<file path="src/rtl/bsearch_pkg.sv">
// Shared types for the parametrised binary search block: FSM state and search mode encodings.
package bsearch_pkg;

  typedef enum logic [2:0] {
    IDLE  = 3'd0,
    PROBE = 3'd1,
    WAIT  = 3'd2,
    CMP   = 3'd3,
    DONE  = 3'd4
  } state_t;

  typedef enum logic {
    MODE_EXACT = 1'b0,
    MODE_LB    = 1'b1
  } mode_t;

endpackage

</file>
<file path="src/rtl/bsearch_param_datapath.sv">
// Datapath for the binary search: half-open [lo, hi) interval, probe point,
// latched key/mode, comparators, probe counter and registered results.
module bsearch_param_datapath
  import bsearch_pkg::*;
#(
  parameter int DATA_W  = 8,
  parameter int ADDR_W  = 5,
  parameter int DESCEND = 0,
  parameter int PROBE_W = $clog2(ADDR_W + 2)
) (
  input  logic               clk,
  input  logic               reset_n,
  input  logic               load,
  input  logic               probe_en,
  input  logic               cmp_en,
  input  logic               mode_in,
  input  logic [DATA_W-1:0]  target_in,
  input  logic [DATA_W-1:0]  mem_rdata,
  output logic [ADDR_W-1:0]  mid_addr,
  output logic               range_empty,
  output logic               exact_hit,
  output logic               found,
  output logic [ADDR_W:0]    index,
  output logic [PROBE_W-1:0] probes
);

  localparam int PTR_W = ADDR_W + 1;
  localparam logic [PTR_W-1:0] DEPTH_P = PTR_W'(2 ** ADDR_W);

  logic [PTR_W-1:0]   lo;
  logic [PTR_W-1:0]   hi;
  logic [PTR_W-1:0]   span;
  logic [PTR_W-1:0]   mid;
  logic [DATA_W-1:0]  target_q;
  mode_t              mode_q;
  logic [PROBE_W-1:0] probe_cnt;
  logic               found_work;
  logic               less;
  logic               eq;

  // Overflow-free midpoint; "less" flips sense for a descending memory.
  assign span        = hi - lo;
  assign mid         = lo + (span >> 1);
  assign mid_addr    = mid[ADDR_W-1:0];
  assign range_empty = (lo == hi);
  assign eq          = (mem_rdata == target_q);
  assign less        = (DESCEND != 0) ? (mem_rdata > target_q) : (mem_rdata < target_q);
  assign exact_hit   = (mode_q == MODE_EXACT) && eq;

  // Narrow the search interval after each compare unless an exact hit ends the search.
  always_ff @(posedge clk or negedge reset_n) begin
    if (!reset_n) begin
      lo <= '0;
      hi <= DEPTH_P;
    end else if (load) begin
      lo <= '0;
      hi <= DEPTH_P;
    end else if (cmp_en && !exact_hit) begin
      if (less) lo <= mid + 1'b1;
      else      hi <= mid;
    end
  end

  // Latch key and mode at start; track probes used and whether any probe matched.
  always_ff @(posedge clk or negedge reset_n) begin
    if (!reset_n) begin
      target_q   <= '0;
      mode_q     <= MODE_EXACT;
      probe_cnt  <= '0;
      found_work <= 1'b0;
    end else if (load) begin
      target_q   <= target_in;
      mode_q     <= mode_t'(mode_in);
      probe_cnt  <= '0;
      found_work <= 1'b0;
    end else begin
      if (probe_en && !range_empty) probe_cnt <= probe_cnt + 1'b1;
      if (cmp_en && eq)             found_work <= 1'b1;
    end
  end

  // Results update only on the edge that enters DONE, so they stay stable while done.
  always_ff @(posedge clk or negedge reset_n) begin
    if (!reset_n) begin
      index  <= '0;
      found  <= 1'b0;
      probes <= '0;
    end else if (probe_en && range_empty) begin
      index  <= lo;
      found  <= found_work;
      probes <= probe_cnt;
    end else if (cmp_en && exact_hit) begin
      index  <= mid;
      found  <= 1'b1;
      probes <= probe_cnt;
    end
  end

endmodule

</file>
<file path="src/rtl/binary_search_param.sv">
// Binary search over an external sorted synchronous-read memory.
// Holds the control FSM and read-latency counter; the datapath does the arithmetic.
module binary_search_param
  import bsearch_pkg::*;
#(
  parameter int DATA_W  = 8,
  parameter int ADDR_W  = 5,
  parameter int RD_LAT  = 1,
  parameter int DESCEND = 0
) (
  input  logic                            clk,
  input  logic                            reset_n,
  input  logic                            start,
  input  logic                            mode,
  input  logic [DATA_W-1:0]               target,
  output logic [ADDR_W-1:0]               mem_addr,
  input  logic [DATA_W-1:0]               mem_rdata,
  output logic                            busy,
  output logic                            done,
  output logic                            found,
  output logic [ADDR_W:0]                 index,
  output logic [$clog2(ADDR_W + 2)-1:0]   probes,
  output logic [2:0]                      state
);

  localparam logic [2:0] WAIT_INIT = 3'((RD_LAT > 1) ? (RD_LAT - 2) : 0);

  state_t             state_q;
  state_t             state_d;
  logic [2:0]         wait_cnt;
  logic               load;
  logic               probe_en;
  logic               cmp_en;
  logic               range_empty;
  logic               exact_hit;
  logic [ADDR_W-1:0]  mid_addr;

  bsearch_param_datapath #(
    .DATA_W  (DATA_W),
    .ADDR_W  (ADDR_W),
    .DESCEND (DESCEND),
    .PROBE_W ($clog2(ADDR_W + 2))
  ) u_datapath (
    .clk         (clk),
    .reset_n     (reset_n),
    .load        (load),
    .probe_en    (probe_en),
    .cmp_en      (cmp_en),
    .mode_in     (mode),
    .target_in   (target),
    .mem_rdata   (mem_rdata),
    .mid_addr    (mid_addr),
    .range_empty (range_empty),
    .exact_hit   (exact_hit),
    .found       (found),
    .index       (index),
    .probes      (probes)
  );

  assign state = state_q;

  // State register.
  always_ff @(posedge clk or negedge reset_n) begin
    if (!reset_n) state_q <= IDLE;
    else          state_q <= state_d;
  end

  // Extra read-latency cycles: armed in PROBE, counted down through WAIT.
  always_ff @(posedge clk or negedge reset_n) begin
    if (!reset_n)                             wait_cnt <= '0;
    else if (state_q == PROBE)                wait_cnt <= WAIT_INIT;
    else if (state_q == WAIT && wait_cnt != 0) wait_cnt <= wait_cnt - 1'b1;
  end

  // Next-state logic; start is looked at only in IDLE and DONE.
  always_comb begin
    state_d = state_q;
    case (state_q)
      IDLE:    if (start) state_d = PROBE;
      PROBE:   begin
        if (range_empty)     state_d = DONE;
        else if (RD_LAT > 1) state_d = WAIT;
        else                 state_d = CMP;
      end
      WAIT:    if (wait_cnt == 0) state_d = CMP;
      CMP:     state_d = exact_hit ? DONE : PROBE;
      DONE:    if (!start) state_d = IDLE;
      default: state_d = IDLE;
    endcase
  end

  // Status outputs, datapath strobes and the memory address (parked at 0 when not busy).
  always_comb begin
    busy     = (state_q == PROBE) || (state_q == WAIT) || (state_q == CMP);
    done     = (state_q == DONE);
    load     = (state_q == IDLE) && start;
    probe_en = (state_q == PROBE);
    cmp_en   = (state_q == CMP);
    mem_addr = busy ? mid_addr : '0;
  end

endmodule

</file>
<file path="config.mk">
export PLATFORM = sky130hd
export DESIGN_NAME = binary_search_param
export DESIGN_NICKNAME = d
export VERILOG_FILES = /design/src/rtl/bsearch_pkg.sv /design/src/rtl/bsearch_param_datapath.sv /design/src/rtl/binary_search_param.sv
export SDC_FILE = /design/constraint.sdc
export NUM_CORES = 1
export LEC_CHECK = 0
export BUFFER_PORTS_ARGS = -buffer_cell sky130_fd_sc_hd__buf_4
export CORE_UTILIZATION = 56
export DETAILED_ROUTE_END_ITERATION = 10
export PLACE_DENSITY = 0.79
export SYNTH_ARGS = -nofsm -noshare
export SYNTH_HDL_FRONTEND = slang
export SYNTH_SLANG_ARGS = --single-unit
</file>
<file path="constraint.sdc">
create_clock -name clk -period 3.6 [get_ports clk]
set_input_delay 0.72 -clock clk [delete_from_list [all_inputs] [get_ports clk]]
set_output_delay 0.72 -clock clk [all_outputs]
set_load 0.005 [all_outputs]
</file>
Word-level counts from Yosys, hierarchy flattened --
Index checks and enable logic that the tools add are counted.
Storage, ports and cells: ROM bits 0, RAM bits 0, flip-flop bits (word level) 41, memories 0, latch bits 0, bits of input ports 20
Cells by class: shifts and indexed selects 0, magnitude comparators 1, divide/modulo/power cells 0, bitwise logic cells 1, equality and inequality tests 10, add/subtract/negate cells 5, muxes and demuxes 25, reductions and logical operators 24, multiply operators 0
Operators with widths (number):
- $mux W6 | 8
- $mux W3 | 11
- $pmux W3 S5 | 1
- $reduce_bool A2 Y1 | 6
- $eq A8 B8 Y1 | 1
- $logic_and A1 B1 Y1 | 8
- $lt A8 B8 Y1 | 1
- $ne A2 B2 Y1 const B | 4
- $add A6 B1 Y6 const B | 1
- $add A6 B5 Y6 | 1
- $eq A3 B2 Y1 const B | 2
- $eq A6 B6 Y1 | 1
- $logic_not A3 Y1 | 2
- $sub A6 B6 Y6 | 1
- $mux W5 | 1
- $mux W1 | 4
- $reduce_and A2 Y1 | 2
- $add A3 B1 Y3 const B | 1
- $eq A3 B1 Y1 const B | 1
- $eq A3 B3 Y1 const B | 1
- $reduce_and A3 Y1 | 1
- $reduce_bool A3 Y1 | 1
- $sub A3 B1 Y3 const B | 1
- $logic_not A1 Y1 | 2
- other kinds (2) | 3

Logic depth before layout (Yosys ltp) --
Gate-level depths: netlist of run 1.
word-level depth 6, mapped depth 15, depth with buffers taken out 15

Cells and area by module --
From an unflattened synthesis of run 1, not the netlist that was laid out.
Unflattened totals: cell total of the unflattened synthesis 268, area, all modules 2615.0 sq um
By module, submodules not included:
- bsearch_param_datapath | instances 1, cells an instance 215, sequential area each 877.1 sq um, area each 2169.6 sq um
- binary_search_param | instances 1, cells an instance 53, sequential area each 150.1 sq um, area each 445.4 sq um

Least setup slack after synthesis of run 1 --
Ideal clock, no wire load.
path type reg2out, from reg u_datapath.lo[0], to out mem_addr[4], setup slack 478 ps, required time 2880 ps, buffers on the path 0, arrival time 2402 ps, stages on the path, launching flop included 10, path through dfrtp_1 ha_1 inv_1 fa_1 ha_1 fa_1 a21o_1 a21oi_1 xor2_1 nor3_1
Between the ends: cells in the longest elaborated chain, start to end 3
Ends and longest elaborated chain:
- start, declared | line bsearch_param_datapath.sv:30 | logic [PTR_W-1:0] lo;
- start signal, assigned | line bsearch_param_datapath.sv:59 | if (less) lo <= mid + 1'b1;
- $sub A6 B6 Y6 | line bsearch_param_datapath.sv:42 | assign span = hi - lo;
- $add A6 B5 Y6 (*) | line bsearch_param_datapath.sv:43 | assign mid = lo + (span >> 1);
- $mux W5 (*) | line binary_search_param.sv:99 | mem_addr = busy ? mid_addr : '0;
- end, declared | line binary_search_param.sv:16 | output logic [ADDR_W-1:0] mem_addr,
Every way passes the cells marked *; elsewhere a longest branch is shown, timed or not.

Worst setup path in the final report of run 1 --
Ends and elaborated chain as after synthesis.

==> metrics.cfg, run 1 <==
[run_status]
status = complete, no violations

[global_route]
grt_usage = 0.254
grt_pass1_vias = 1914
grt_first_pass_wirelength_mm = 8.58
grt_start_max_net_pins = 42
overflow = 0
antenna_found_initial = 0

[placed_design]
port_buffers = 39
dpl.hpwl_mm = 3.91
dp_cells = 341
place_ws_ns = 0.271
place.gp.congestion = 0.913

[worst_setup_path]
critPathRequiredTime_ns = 2.88
worstPathCellList = ha_1 > inv_1 > fa_1 > ha_1 > fa_2 > a21o_1 > a21oi_2 > xor2_1 > nor3_1 > buf_4
arrival_ns = 2.87
path_common_cell = ha_1
cpPeakStageDelay_ns = 0.42
cp_max_fo = 3
rr_worst_depth = 13
path_class = flop to output pin
worst_r2r_startpoint = u_datapath.lo[0]$_DFFE_PN0P_
slowest_stage = fa_1
rr_endpoint = u_datapath.lo[5]$_DFFE_PN0P_
r2r_slack_ns = 0.50
start_kind = flop
end_kind = output pin

[die]
die_y_um = 68.7
core_area_um2 = 4140
die_w_um = 68.7
boundaryPins = 40
die-area_um2 = 4720
rows = 23
start_util = 0.601

[synthesis]
yosysWarnings = 0
yosysSeqAreaShare = 0.412
synth-seq-cells = 41
synth_cell_type_count = 45
syn_nets = 299
synth-edff-count = 0
synth-async-reset-ratio = 1.00
synth_top_flop_cell = dfrtp_1
syn_inst = 255
avgSynthCellArea_um2 = 9.77
syn_area_um2 = 2490

[final_layout]
final_cell_mix = buf_4, dfrtp_1, nand2_1, inv_1, ha_1
n_antenna_cell = 0
final_common_cell = buf_4
layoutNonFillerInstCount = 352
area_growth_pct = 20.8
drive_gt1_frac = 0.245
fin_nets = 345

[timing]
max_freq_ghz = 0.279
finalClockSkew_ns = 0.00828
maxSlewHeadroom = 0.579
finalHoldViolCount = 0
final_max_slew_viol_count = 0
setup_slack_ns = 0.0112
setup_viol = 0
fin_setup_tns_ns = 0
grt_setup_unrepaired = true
fin_crit_ns = 3.59
worstMarginPinSlew_ns = 0.627
finalHoldWorstSlack_ns = 0.383
fin_crit_sh = 0.997

[detailed_routing]
dr_total_vias = 1962
drt_iter0_markers = 173
wire_per_inst_um = 15.3
routed_wl_mm = 5.38
ant_nets = 0
vias_per_cell = 5.57
drc = 0
drt-pass1-iter-count = 4

[clock_tree]
htree_levels = 2
cts_tree = done
clockBufferDepth = 2
clock_sinks = 41
clock-root-buffer = clkbuf_8
hold_buffers = 0
cts_buffers = 5
insertion_delay_ns = 0.30
clk_transition_reported_paths_ns = 0.08

[worst_hold_path]
hp-class = primary input to async pin

[flow_run]
drv_cap = 0

[per-layer routing]
metal | vias to the layer above | share of wire | GRT usage | routed length [um]
met5 | - | 0 | 0 | 0
met4 | 0 | 0.014 | 0.115 | 76
met3 | 8 | 0.064 | 0.0674 | 343
met2 | 73 | 0.47 | 0.403 | 2510
met1 | 924 | 0.46 | 0.323 | 2450
li1 | 957 | - | - | -
[cell usage after synthesis (2+ instances only)]
master / number / area (um2)
dfrtp_1: 40 / 1000
nand2_1: 30 / 113
inv_1: 24 / 90.1
ha_1: 22 / 275
nor2_1: 21 / 78.8
a21oi_1: 15 / 75.1
o21ai_0: 13 / 65.1
mux2i_1: 11 / 110
xor2_1: 9 / 78.8
nor3_1: 7 / 35.0
xnor2_1: 6 / 52.6
a21o_1: 4 / 30.0
mux2_4: 4 / 60.1
nand2b_1: 4 / 25.0
clkbuf_1: 3 / 11.3
o22ai_1: 3 / 18.8
a211oi_1: 2 / 15.0
a221o_1: 2 / 20.0
and2_1: 2 / 12.5
buf_6: 2 / 22.5
fa_1: 2 / 40.0
nand3_1: 2 / 10.0
nand4_1: 2 / 12.5
nor2b_1: 2 / 12.5
o21bai_1: 2 / 15.0
or3_1: 2 / 12.5
[logic make-up (layout without fill, tap and decap cells)]
group                    Yosys count  in the layout  synth area share
adder cells (fa/ha/maj)           24             24             0.127
buffers and inverters             32             79            0.0562
multiplexers                      16             16            0.0728
flip-flops                        41             41             0.412
AO/OA/AOI/OAI                     47             47             0.124
XOR/XNOR                          15             15            0.0527
AND/OR/NAND/NOR                   80             80             0.156
[worst max-delay path: cells and delay by family, from the launching register on]
kind | cells | cell delay, ns
buffers and inverters | 2 | 0.25
AO/OA/AOI/OAI | 2 | 0.34
flip-flops | 1 | 0.40
XOR/XNOR | 1 | 0.24
adder cells (fa/ha/maj) | 4 | 1.25
AND/OR/NAND/NOR | 1 | 0.08
[metrics by stage]
step	instance area [um2]	utilization
3_5_place_dp	2830	0.683
3_3_place_gp	2830	0.683
5_1_grt	3010	0.726
2_1_floorplan	2490	-
6_report	3010	0.726
4_1_cts	2980	0.718
[layout make-up]
| type | count | area, um2 |
|---|---|---|
| well taps | 50 | 62.6 |
| repair buffers | 46 | 345 |
| inverters | 25 | 93.8 |
| clock inverters | 3 | 65.1 |
| clock buffers | 5 | 68.8 |
| flip-flops and latches | 41 | 1030 |
| multi-input cells | 182 | 1350 |
| fillers | 332 | 1130 |
[worst max path at each step]
| stage | end | from | cells after the start | slack, ns |
|---|---|---|---|---|
| after floorplan | mem_addr[4] | u_datapath.lo[0]$_DFFE_PN0P_ | 9 | 0.48 |
| after CTS | mem_addr[4] | u_datapath.lo[0]$_DFFE_PN0P_ | 10 | 0.02 |
| after global routing | mem_addr[4] | u_datapath.lo[0]$_DFFE_PN0P_ | 10 | -0.09 |
| after detailed placement | mem_addr[4] | u_datapath.lo[0]$_DFFE_PN0P_ | 10 | 0.27 |
| after global placement | mem_addr[4] | u_datapath.lo[0]$_DFFE_PN0P_ | 10 | 0.42 |
| final | mem_addr[4] | u_datapath.lo[0]$_DFFE_PN0P_ | 10 | 0.01 |
[flip-flops by register name, indices dropped and copies added (netlist names)]
| signal | flops |
|---|---|
| state | 3 |
| u_datapath.found | 1 |
| u_datapath.found_work | 1 |
| u_datapath.hi | 6 |
| u_datapath.index | 6 |
| u_datapath.lo | 6 |
| u_datapath.mode_q | 1 |
| u_datapath.probe_cnt | 3 |
| u_datapath.probes | 3 |
| u_datapath.target_q | 8 |
| wait_cnt | 3 |
[timing repair]
action | 4_1_cts | 5_1_grt
pin swaps | 0 | 1
gates resized for setup | 1 | 4
cloned | 0 | 0
setup endpoints to repair | 1 | 2
setup buffers | 1 | 2
Power of run 1 is not shown: default switching activity piles up to over one toggle a cycle in this logic, so the estimate is an artifact.
==> inputs of run 2 (changes only) <==
CORE_UTILIZATION = 51   (was 56)
PLACE_DENSITY = 0.76   (was 0.79)
clock period = 2.87 ns   (was 3.6 ns; I/O delays follow)
==> run 2 against run 1 <==
The flow now finishes with violations (setup timing). Final cell count rose by 9.9%. Sequential share of layout area fell by 2.0 points. Clock-buffer cell count did not move. Clock skew fell by 0.0017 ns. Worst hold slack got worse by 0.14 ns. Final area rose by 6.1%. Routed wire length fell by 2.1%. Non-clock buffer count rose by 18. Critical path type unchanged. Critical endpoint is now mem_addr[3].
==> metrics.cfg, run 2 (synthesized netlist as in run 1, its figures left out) <==
[run_status]
violations = setup timing
status = finished, violations left

[final_layout]
largest_reg_flops = 8  ; unchanged
final_cell_mix = buf_4, dfrtp_1, nand2_1, inv_1, nor2_1
fin_nets = 363  ; +5.2%
regArea_um2 = 1030  ; unchanged
n_antenna_cell = 0  ; unchanged
drive_gt1_frac = 0.331  ; +0.0862
final_core_util = 0.676  ; -0.0504
final_common_cell = buf_4
area_growth_pct = 28.1
fill_cells = 378  ; +14%
design_area_um2 = 3190  ; +6.1%
multi_input_area_um2 = 1420  ; +5.3%
regMostFlops = u_datapath.target_q

[detailed_routing]
drc = 0  ; unchanged
drt-pass1-iter-count = 4  ; unchanged
dr_total_vias = 1972  ; +0.51%
drt_iter0_markers = 78  ; -55%
ant_nets = 0  ; unchanged
wire_per_inst_um = 13.6  ; -11%
vias_per_cell = 5.10  ; -8.6%
routed_wl_mm = 5.27  ; -2.1%

[clock_tree]
htree_levels = 2  ; unchanged
clk_transition_reported_paths_ns = 0.08  ; about the same
cts_buffers = 5  ; unchanged
clock-root-buffer = clkbuf_8
cts_tree = done
clockBufferDepth = 2  ; unchanged
insertion_delay_ns = 0.29  ; about the same
hold_buffers = 0  ; unchanged
clock_sinks = 41  ; unchanged

[worst_setup_path]
worstPathCellList = ha_4 > inv_4 > fa_2 > ha_4 > buf_4 > buf_4 > a211oi_2 > nor2_1 > xnor2_2 > nor3_1 > buf_4
path_class = flop to output pin
cpPeakStageDelay_ns = 0.44  ; +0.02 ns
rr_endpoint = u_datapath.lo[5]$_DFFE_PN0P_
critPathRequiredTime_ns = 2.30  ; -0.58 ns
end_kind = output pin
slowest_stage = fa_2
rr_worst_depth = 13  ; unchanged
arrival_ns = 2.64  ; -0.23 ns
r2r_slack_ns = 0.06  ; -0.44 ns
start_kind = flop
path_common_cell = buf_4
worst_r2r_startpoint = u_datapath.lo[0]$_DFFE_PN0P_
cp_max_fo = 2  ; -1

[timing]
fin_crit_ns = 3.21
maxSlewHeadroom = 0.617  ; +0.0378
worstMarginPinSlew_ns = 0.575  ; -0.0521 ns
finalHoldViolCount = 0  ; unchanged
max_freq_ghz = 0.311
finalClockSkew_ns = 0.00656  ; -0.00171 ns
final_max_slew_viol_count = 0  ; unchanged
setup_viol = 4  ; +4
setup_slack_ns = -0.344  ; -0.355 ns
fin_crit_sh = 1.12
grt_setup_unrepaired = true

[die]
die-area_um2 = 5170  ; +9.5%
core_area_um2 = 4720  ; +14%
start_util = 0.528  ; -0.0738
die_y_um = 71.9  ; +4.6%
boundaryPins = 40  ; unchanged
rows = 25  ; +8.7%
die_w_um = 71.9  ; +4.6%

[placed_design]
place.gp.congestion = 0.838  ; -8.3%
dpl.hpwl_mm = 3.96  ; +1.3%
port_buffers = 39  ; unchanged
placed_cell_area_um2 = 2980  ; +5.2%

[global_route]
grt_first_pass_wirelength_mm = 8.74  ; +1.9%
grt_pass1_vias = 1940  ; +1.4%
overflow = 0  ; unchanged
grt_start_max_net_pins = 42  ; unchanged
antenna_found_initial = 0  ; unchanged
grt_usage = 0.216  ; -0.0384

[flow_run]
drv_cap = 0  ; unchanged

[worst_hold_path]
hp-class = primary input to async pin

[run 2: cell types whose count changed in the layout (fill, tap and decap cells not counted), sizes merged]
| cell | previous run | this run |
|---|---|---|
| buf | 46 | 64 |
| clkinvlp | 0 | 1 |
| clkinv | 1 | 2 |
| bufinv | 2 | 0 |
[run 2: timing repair]
item | CTS | global route
setup buffers | 3 | 5
pin swaps | 9 | 7
resized for setup | 11 | 6
setup endpoints to repair | 8 | 8
[run 2: cell type report]
| cell class | count | area share |
|---|---|---|
| sequential | 41 | 0.322 |
| clock inverter | 3 | 0.00549 |
| clock buffer | 5 | 0.0216 |
| inverter | 25 | 0.0302 |
| multi-input combinational | 182 | 0.444 |
| tap | 67 | 0.0263 |
| timing repair buffer | 64 | 0.150 |
[run 2: worst max-delay path by stage]
stage,start,end,cells past startpoint
5_1_grt,u_datapath.lo[0]$_DFFE_PN0P_,mem_addr[4],10
3_5_place_dp,u_datapath.hi[0]$_DFFE_PN0P_,mem_addr[3],11
4_1_cts,u_datapath.lo[0]$_DFFE_PN0P_,mem_addr[4],10
3_3_place_gp,u_datapath.hi[0]$_DFFE_PN0P_,mem_addr[3],11
6_report,u_datapath.lo[0]$_DFFE_PN0P_,mem_addr[3],11
2_1_floorplan,u_datapath.lo[0]$_DFFE_PN0P_,mem_addr[4],9
[run 2: critical path: cells and delay by family (launching register included)]
family	cells	cell delay, ns
xor gates and xnor gates	1	0.15
AOI/OAI and AO/OA	1	0.28
and+or+nand+nor	2	0.27
buffers and inverters	4	0.44
DFF	1	0.42
adders and majority gates	3	0.80
[run 2: through the flow]
| step | hold WS, ns | instances | setup TNS, ns | worst slack (ns) |
|---|---|---|---|---|
| CTS | 0.267 | 382 | -1.20 | -0.372 |
| detailed placement | 0.476 | 371 | -0.579 | -0.197 |
| floorplan | 0.278 | 255 | -0.00682 | -0.00682 |
| finish | 0.245 | 387 | -1.18 | -0.344 |
| global route | 0.277 | 387 | -1.54 | -0.429 |
| global placement | 0.470 | 371 | -0.176 | -0.0961 |
[run 2: routing by layer]
layer	vias up	share of wire	global-route usage
li1	989	-	-
met1	936	0.48	0.287
met2	41	0.48	0.365
met3	6	0.029	0.0375
met4	0	0.012	0.0588
met5	-	0	0
Power of run 2 is left out for the same reason.
==> inputs of run 3 (changes only) <==
SKIP_LAST_GASP = 1   (was not set)
==> run 3 against run 2 <==
The flow still finishes with violations (setup timing). Final area shrank 0.23%. Routed wire length is essentially flat. Global-route usage is the same. Critical path depth shrank 1. Die area is the same. Register-to-register slack gained 0.03 ns. Clock skew shrank 0.00095 ns. Sequential share of layout area grew 0.076 points. Highest routed layer unchanged.
==> metrics.cfg, run 3 (synthesized netlist as in run 1, its figures left out) <==
[global_route]
overflow = 0  ; unchanged
grt_pass1_vias = 1940  ; unchanged
grt_usage = 0.216  ; unchanged
grt_first_pass_wirelength_mm = 8.74  ; unchanged
antenna_found_initial = 0  ; unchanged
grt_start_max_net_pins = 42  ; unchanged

[timing]
final_max_slew_viol_count = 0  ; unchanged
max_freq_ghz = 0.314  ; +0.94%
grt_setup_unrepaired = true
fin_setup_tns_ns = -1.11  ; +0.0659 ns
finalClockSkew_ns = 0.00562  ; -0.000947 ns
fin_crit_sh = 1.11  ; -0.0104
finalHoldViolCount = 0  ; unchanged
setup_viol = 4  ; unchanged
fin_crit_ns = 3.18  ; -0.0299 ns
maxSlewHeadroom = 0.614  ; -0.00303
worstMarginPinSlew_ns = 0.580  ; +0.00455 ns
setup_slack_ns = -0.314  ; +0.0299 ns

[final_layout]
final_cell_mix = buf_4, dfrtp_1, nand2_1, inv_1, nor2_1
area_growth_pct = 27.8
design_area_um2 = 3190  ; -0.23%
drive_gt1_frac = 0.325  ; -0.00625
regMostFlops = u_datapath.target_q
n_antenna_cell = 0  ; unchanged
fin_nets = 363  ; unchanged
fill_cells = 381  ; +0.79%
final_common_cell = buf_4
layoutNonFillerInstCount = 387  ; unchanged
regArea_um2 = 1030  ; unchanged
largest_reg_flops = 8  ; unchanged
multi_input_area_um2 = 1410  ; -0.53%

[detailed_routing]
vias_per_cell = 5.18  ; +1.7%
wire_per_inst_um = 13.6  ; about the same
drc = 0  ; unchanged
dr_total_vias = 2006  ; +1.7%
drt-pass1-iter-count = 4  ; unchanged
ant_nets = 0  ; unchanged
drt_iter0_markers = 69  ; -12%
routed_wl_mm = 5.27  ; about the same

[worst_hold_path]
hp-class = primary input to async pin

[run_status]
status = finished, violations left
violations = setup timing

[die]
die-area_um2 = 5170  ; unchanged
start_util = 0.528  ; unchanged
core_area_um2 = 4720  ; unchanged
die_y_um = 71.9  ; unchanged
rows = 25  ; unchanged
die_w_um = 71.9  ; unchanged
boundaryPins = 40  ; unchanged

[clock_tree]
clock_sinks = 41  ; unchanged
clock-root-buffer = clkbuf_8
htree_levels = 2  ; unchanged
cts_buffers = 5  ; unchanged
clockBufferDepth = 2  ; unchanged
cts_tree = done
hold_buffers = 0  ; unchanged
clk_transition_reported_paths_ns = 0.08  ; about the same
insertion_delay_ns = 0.29  ; about the same

[placed_design]
port_buffers = 39  ; unchanged
dpl.hpwl_mm = 3.96  ; unchanged
dp_cells = 371  ; unchanged
place.gp.congestion = 0.838  ; unchanged
placed_cell_area_um2 = 2980  ; unchanged

[worst_setup_path]
cpPeakStageDelay_ns = 0.44  ; about the same
slowest_stage = fa_2
critPathRequiredTime_ns = 2.30  ; about the same
r2r_slack_ns = 0.09  ; +0.03 ns
arrival_ns = 2.61  ; -0.03 ns
worstPathCellList = ha_4 > inv_4 > fa_2 > ha_4 > fa_2 > a21o_1 > a21oi_2 > xor2_2 > nor3_2 > buf_4
end_kind = output pin
cp_max_fo = 2  ; unchanged
path_class = flop to output pin
start_kind = flop

[flow_run]
drv_cap = 0  ; unchanged

==> run 3: per-layer routing <==
metal / share of wire / vias to the layer above / GRT usage
li1: - / 994 / -
met1: 0.47 / 955 / 0.287
met2: 0.48 / 49 / 0.365
met3: 0.034 / 8 / 0.0375
met4: 0.015 / 0 / 0.0588
met5: 0 / - / 0
==> run 3: what timing repair did <==
item | in CTS | in global routing
gates resized for setup | 11 | 4
pin swaps | 8 | 8
gates cloned | 0 | 0
endpoints found under the setup margin | 8 | 8
hold endpoints to repair | 0 | 0
setup buffers | 3 | 5
==> run 3: through the flow <==
stage	hold WS, ns	util	setup WS, ns
floorplan	0.278	-	-0.00682
global placement	0.470	0.631	-0.0961
detailed placement	0.476	0.631	-0.197
CTS	0.267	0.665	-0.372
global route	0.277	0.674	-0.431
finish	0.245	0.674	-0.314
==> run 3: worst paths after layout <==
kind | depth (start not counted) | startpoint | to
max | 10 | u_datapath.lo[0]$_DFFE_PN0P_ | mem_addr[4]
min | 1 | reset_n | u_datapath.probe_cnt[2]$_DFFE_PN0P_
max reg2reg | 12 | u_datapath.lo[0]$_DFFE_PN0P_ | u_datapath.index[5]$_DFFE_PN0N_
min reg2reg | 2 | u_datapath.target_q[0]$_DFFE_PN0P_ | u_datapath.target_q[0]$_DFFE_PN0P_
max in group asynchronous | 1 | reset_n | u_datapath.hi[5]$_DFFE_PN1P_
min in group clk | 3 | target[0] | u_datapath.target_q[0]$_DFFE_PN0P_
==> run 3: final cells by class <==
type / count / share of cell area
clock inverter: 3 / 0.00550
tap: 67 / 0.0263
inverter: 25 / 0.0302
sequential: 41 / 0.322
timing repair buffer: 64 / 0.151
clock buffer: 5 / 0.0216
multi-input combinational: 182 / 0.443
==> run 3: critical path: cells and delay by family (launching register included) <==
family          cells  cell delay (ns)
buf+inv             2             0.20
xor+xnor            1             0.18
fa+ha+maj           4             1.13
compound gates      2             0.35
simple gates        1             0.05
flops               1             0.42
Power of run 3 is left out for the same reason.
